`config.mk`:
```
export PLATFORM = sky130hd
export DESIGN_NAME = sdf_delay_line
export DESIGN_NICKNAME = d
export VERILOG_FILES = /design/src/rtl/sdf_delay_line.sv
export SDC_FILE = /design/constraint.sdc
export NUM_CORES = 2
export LEC_CHECK = 0
export ABC_AREA = 1
export BUFFER_PORTS_ARGS = -buffer_cell sky130_fd_sc_hd__buf_2
export CAP_MARGIN = 15
export CORE_AREA = 4 4 460 462
export CTS_CLUSTER_DIAMETER = 60
export CTS_CLUSTER_SIZE = 10
export DETAILED_ROUTE_END_ITERATION = 6
export DIE_AREA = 0 0 464 466
export SYNTH_ARGS = -nofsm -noshare
export SYNTH_HDL_FRONTEND = slang
export SYNTH_SLANG_ARGS = --single-unit
```
`constraint.sdc`:
```
create_clock -name clk -period 3.4 [get_ports clk]
set_input_delay 0.34 -clock clk [delete_from_list [all_inputs] [get_ports clk]]
set_output_delay 0.34 -clock clk [all_outputs]
set_load 0.03 [all_outputs]
```
`src/rtl/sdf_delay_line.sv`:
```
// sdf_delay_line: programmable-length, multi-channel sample delay for SDF FFT
// stages. This is a circular buffer of MAX_N entries per channel. Its pointer
// wraps at the active length L, so the latency is exactly L pushes.
//
// Handshake: valid is a push strobe with no ready/back-pressure. Every cycle
// with valid=1 is accepted and advances the line by one position. In cycles
// with valid=0 all state holds. The exceptions are reset and delay_load,
// which act on the edge where they are sampled.
module sdf_delay_line #(
    parameter int BW    = 16,
    parameter int NCH   = 2,
    parameter int MAX_N = 64,
    parameter int DEF_N = 64
) (
    input  logic                     clk,
    input  logic                     reset,
    input  logic                     valid,
    input  logic [NCH*(BW+1)-1:0]    in_data,
    input  logic [$clog2(MAX_N):0]   delay_sel,
    input  logic                     delay_load,
    output logic [NCH*(BW+1)-1:0]    out_data,
    output logic                     out_valid,
    output logic [$clog2(MAX_N):0]   delay_len
);

    localparam int CW = BW + 1;
    localparam int DW = NCH * CW;
    localparam int LW = $clog2(MAX_N) + 1;
    localparam int PW = (MAX_N > 1) ? $clog2(MAX_N) : 1;

    // Architectural state shared by all channels
    logic [LW-1:0] len_q;
    logic [LW-1:0] fill_q;
    logic [PW-1:0] ptr_q;

    // Configuration in effect for this cycle. When delay_load is high, these
    // are the freshly loaded values. A push in the same cycle then acts as
    // push 1 of the new configuration.
    logic [LW-1:0] sel_clamped;
    logic [LW-1:0] cfg_len;
    logic [LW-1:0] cfg_fill;
    logic [PW-1:0] cfg_ptr;

    // Push datapath
    logic [LW-1:0] ptr_inc;
    logic [PW-1:0] ptr_nxt;
    logic [LW-1:0] fill_nxt;
    logic          primed_nxt;
    logic [DW-1:0] rd_data;
    logic [DW-1:0] push_data;
    logic          wr_en;

    // Clamp the requested length into 1..MAX_N
    always_comb begin
        sel_clamped = delay_sel;
        if (delay_sel == '0) begin
            sel_clamped = LW'(1);
        end else if (delay_sel > LW'(MAX_N)) begin
            sel_clamped = LW'(MAX_N);
        end
    end

    // Select the effective configuration. A load restarts the line from empty.
    always_comb begin
        cfg_len  = len_q;
        cfg_fill = fill_q;
        cfg_ptr  = ptr_q;
        if (delay_load) begin
            cfg_len  = sel_clamped;
            cfg_fill = '0;
            cfg_ptr  = '0;
        end
    end

    // Next pointer, fill count, and output selection for a push
    always_comb begin
        ptr_inc = LW'(cfg_ptr) + LW'(1);
        ptr_nxt = '0;
        if (ptr_inc < cfg_len) begin
            ptr_nxt = PW'(ptr_inc);
        end

        fill_nxt = cfg_len;
        if (cfg_fill < cfg_len) begin
            fill_nxt = cfg_fill + LW'(1);
        end
        primed_nxt = (fill_nxt == cfg_len);

        // The slot after the write pointer holds the sample from L-1 pushes
        // ago. Together with the output register, that makes the latency L.
        // With L=1 that slot is the one being written, so bypass it instead.
        push_data = rd_data;
        if (cfg_len == LW'(1)) begin
            push_data = in_data;
        end

        wr_en = valid && !reset;
    end

    // One storage array per channel. The channels share only the addressing.
    for (genvar c = 0; c < NCH; c++) begin : g_ch
        logic [CW-1:0] mem [0:MAX_N-1];

        // Write the incoming sample at the write pointer. The RAM is never
        // cleared: the fill count masks stale entries.
        always_ff @(posedge clk) begin
            if (wr_en) begin
                mem[cfg_ptr] <= in_data[c*CW +: CW];
            end
        end

        // Asynchronous read of the oldest live entry
        always_comb begin
            rd_data[c*CW +: CW] = mem[ptr_nxt];
        end
    end

    // Control and output registers. Reset wins over load, and load wins over
    // hold. Outputs move only on push, load, or reset edges.
    always_ff @(posedge clk) begin
        if (reset) begin
            len_q     <= LW'(DEF_N);
            fill_q    <= '0;
            ptr_q     <= '0;
            out_data  <= '0;
            out_valid <= 1'b0;
        end else if (valid) begin
            len_q     <= cfg_len;
            fill_q    <= fill_nxt;
            ptr_q     <= ptr_nxt;
            out_valid <= primed_nxt;
            out_data  <= primed_nxt ? push_data : '0;
        end else if (delay_load) begin
            len_q     <= cfg_len;
            fill_q    <= '0;
            ptr_q     <= '0;
            out_data  <= '0;
            out_valid <= 1'b0;
        end
    end

    assign delay_len = len_q;

endmodule

```
==> flow_summary.json <==
{
  "violations": "setup timing",
  "area.growth.synth_to_final_pct": 24.5,
  "end_kind": "register",
  "gr-total-overflow": 0,
  "cts-buffers-inserted": 277,
  "fin_crit_ns": 3.71,
  "synth_cell_types": 35,
  "synthesis.nets": 8049,
  "ys_seq_area_share_pct": 71.6,
  "path_depth": 27,
  "cts.clk_slew.worst_paths_ns": 0.06,
  "die_h_um": 466,
  "place_hpwl_um": 185000,
  "switchingPower_mw": 14.2,
  "avgSynthCellArea_um2": 11.6,
  "grt_pass1_wl_um": 466000,
  "place_ws_ns": -1.06,
  "worst-path-buf-inv": 15,
  "swShare_pct": 23.1,
  "final-hold-violation-count": 0,
  "seqPwrFrac_pct": 49.1,
  "powerDensity_nw_per_um2": 532,
  "status": "complete, but fails checks",
  "grt_pass1_vias": 66100,
  "setup_ws_ns": -0.311,
  "tightest_slew_ns": 1.15,
  "async_flop_share_pct": 0,
  "min_path_type": "in2reg",
  "total_power_mw": 61.5,
  "nNetsFinal": 8725,
  "crit_path_start_kind": "register",
  "die_width_um": 464,
  "skew_ns": 0.0476,
  "cts_root_buffer": "clkbuf_16",
  "min_period_over_period_pct": 109,
  "whs_path_depth": 1,
  "start_util_pct": 44.8,
  "synthCells": 7990,
  "remaining_drc_errors": 0,
  "leakage_nw": 41.9,
  "rows": 167,
  "rr_worst_depth": 27,
  "slew-limit-headroom_pct": 23.0,
  "drt_wl_total_um": 329000,
  "grt_max_degree": 116,
  "drv_cap": 0,
  "ys_ff_latch": 2231,
  "clk_latency_ns": 0.94,
  "whs_ns": 0.0774,
  "maxSlewViolCount": 0,
  "coreArea_um2": 207000,
  "rsz0062_at_grt": "yes",
  "htree_num_levels": 5,
  "cp_data_arrival_time_ns": 4.55,
  "vias": 70300,
  "ir_worst_vdd_mv": 0.581,
  "crit_type": "reg2reg",
  "ioPinCount": 87,
  "first_iter_violations": 10200,
  "tritoncts": "built",
  "crit_required_ns": 4.24,
  "antenna_found_initial": 17,
  "yosys_most_used_dff": "edfxtp_1",
  "crit_path_top_delay_cell": "dfxtp_2",
  "cp_top_family": "buffers and inverters",
  "antenna_left": 0,
  "clock-sinks": 2231,
  "setup_violations": 34,
  "port_buffers": 86,
  "drive_gt1_share_pct": 20.1,
  "vias_per_cell": 6.09,
  "path_max_fanout": 7,
  "wl_per_cell_um": 28.5,
  "crit_top_cell": "buf_4",
  "yosysWarnings": 0,
  "fmax_ghz": 0.269,
  "firstDrtPassIters": 6,
  "slowest_delay_ns": 0.35,
  "netlist_area_um2": 92800,
  "p_int_mw": 47.3,
  "synth-edff-count": 2176,
  "cts_buffer_depth": 4,
  "pwr-share-comb_pct": 9.1,
  "clock_power_share_pct": 41.8,
  "gp_congestion": 0.883,
  "dieArea_um2": 216000,
  "grt_usage_pct": 29.3
}
## state kept, by name, indices dropped and copies added, names as in the netlist
signal,count
out_data,34
delay_len,7
fill_q,7
ptr_q,6
g_ch.mem,2176
out_valid,1
## metrics by stage
stage / cells / area (µm²) / setup TNS, ns / utilization [%]
CTS: 11500 / 114000 / -4.53 / 55.0
global route: 11600 / 116000 / -12.60 / 55.8
detailed placement: 11000 / 103000 / -28.30 / 49.6
global placement: 11000 / 103000 / -28.92 / 49.6
finish: 11600 / 116000 / -7.53 / 55.8
floorplan: 7990 / 92800 / 0 / -
## Yosys cell counts, types with 3 or more instances
library cell	instances	share of area, %
nand3_1	1995	11
o21ai_0	8	0.043
dfxtp_1	55	1.2
nand4_1	517	3.5
buf_6	4	0.049
edfxtp_1	2176	70
ha_1	14	0.19
xor2_1	5	0.047
a21oi_1	40	0.22
o22ai_1	13	0.088
inv_1	218	0.88
buf_4	30	0.24
clkbuf_1	243	0.98
nor2_1	370	1.5
nand2_2	3	0.020
or2_2	35	0.24
inv_2	13	0.053
buf_1	16	0.065
nand2_1	1898	7.7
buf_2	315	1.7
## power by group through the flow
stage | logic (mW) | clock network, mW | registers, mW
after floorplan | 2.43 | 0 | 30.8
after global placement | 4.62 | 0 | 30.8
after detailed placement | 4.66 | 0 | 30.8
after CTS | 5.28 | 26.0 | 30.2
after global routing | 5.93 | 27.1 | 30.2
final | 5.59 | 25.7 | 30.2
## metal layers
layer	GRT usage [%]	up-vias	part of all wire [%]
li1	-	30200	-
met1	40.1	34700	38
met5	0	-	0.019
met2	45.2	4611	45
met3	5.71	836	11
met4	14.2	8	5.3
## cells by family after synthesis
group | synth area share, %
AND/OR/NAND/NOR | 23.8
flip-flops | 71.6
buffers and inverters | 3.99
AO/OA/AOI/OAI | 0.437
adder cells (fa/ha/maj) | 0.189
XOR/XNOR | 0.0472
## placed cells by master (no fill, tap or decap), types with 72 or more instances in the layout
cell / instances
edfxtp_1: 2176
nand2_1: 1867
nand3_1: 1710
buf_4: 518
nand4_1: 517
clkbuf_16: 297
nor2_1: 295
nand3_2: 254
buf_12: 217
inv_1: 215
buf_2: 86
clkbuf_1: 79
buf_6: 74
nor2_4: 72
## repair_timing
action / in CTS / in global routing
setup endpoints to repair: 34 / 35
hold endpoints to repair: 176 / 0
setup buffers: 90 / 40
pin swaps: 80 / 70
cloned: 34 / 14
resized for setup: 379 / 204
hold buffers: 11 / 0
## worst paths after layout
check	start	endpoint	slack [ns]
worst max-delay path	ptr_q[0]	out_data[12]	-0.31
worst min-delay path	in_data[13]	g_ch[0].mem[28][13]	0.08
worst max register to register	ptr_q[0]	out_data[12]	-0.31
worst min register to register	out_data[27]	out_data[27]	0.47
## cell type report
type	instances	area [µm²]
Timing Repair inverter	1	16.3
Sequential cell	2231	66400
Clock buffer	363	7390
Multi-Input combinational cell	4917	25100
Antenna cell	4	10.0
Fill cell	16700	91500
Timing Repair Buffer	1004	12100
Tap cell	2788	3490
Clock inverter	13	118
Inverter	234	927
Note: power is estimated with default switching activity, not from simulation.
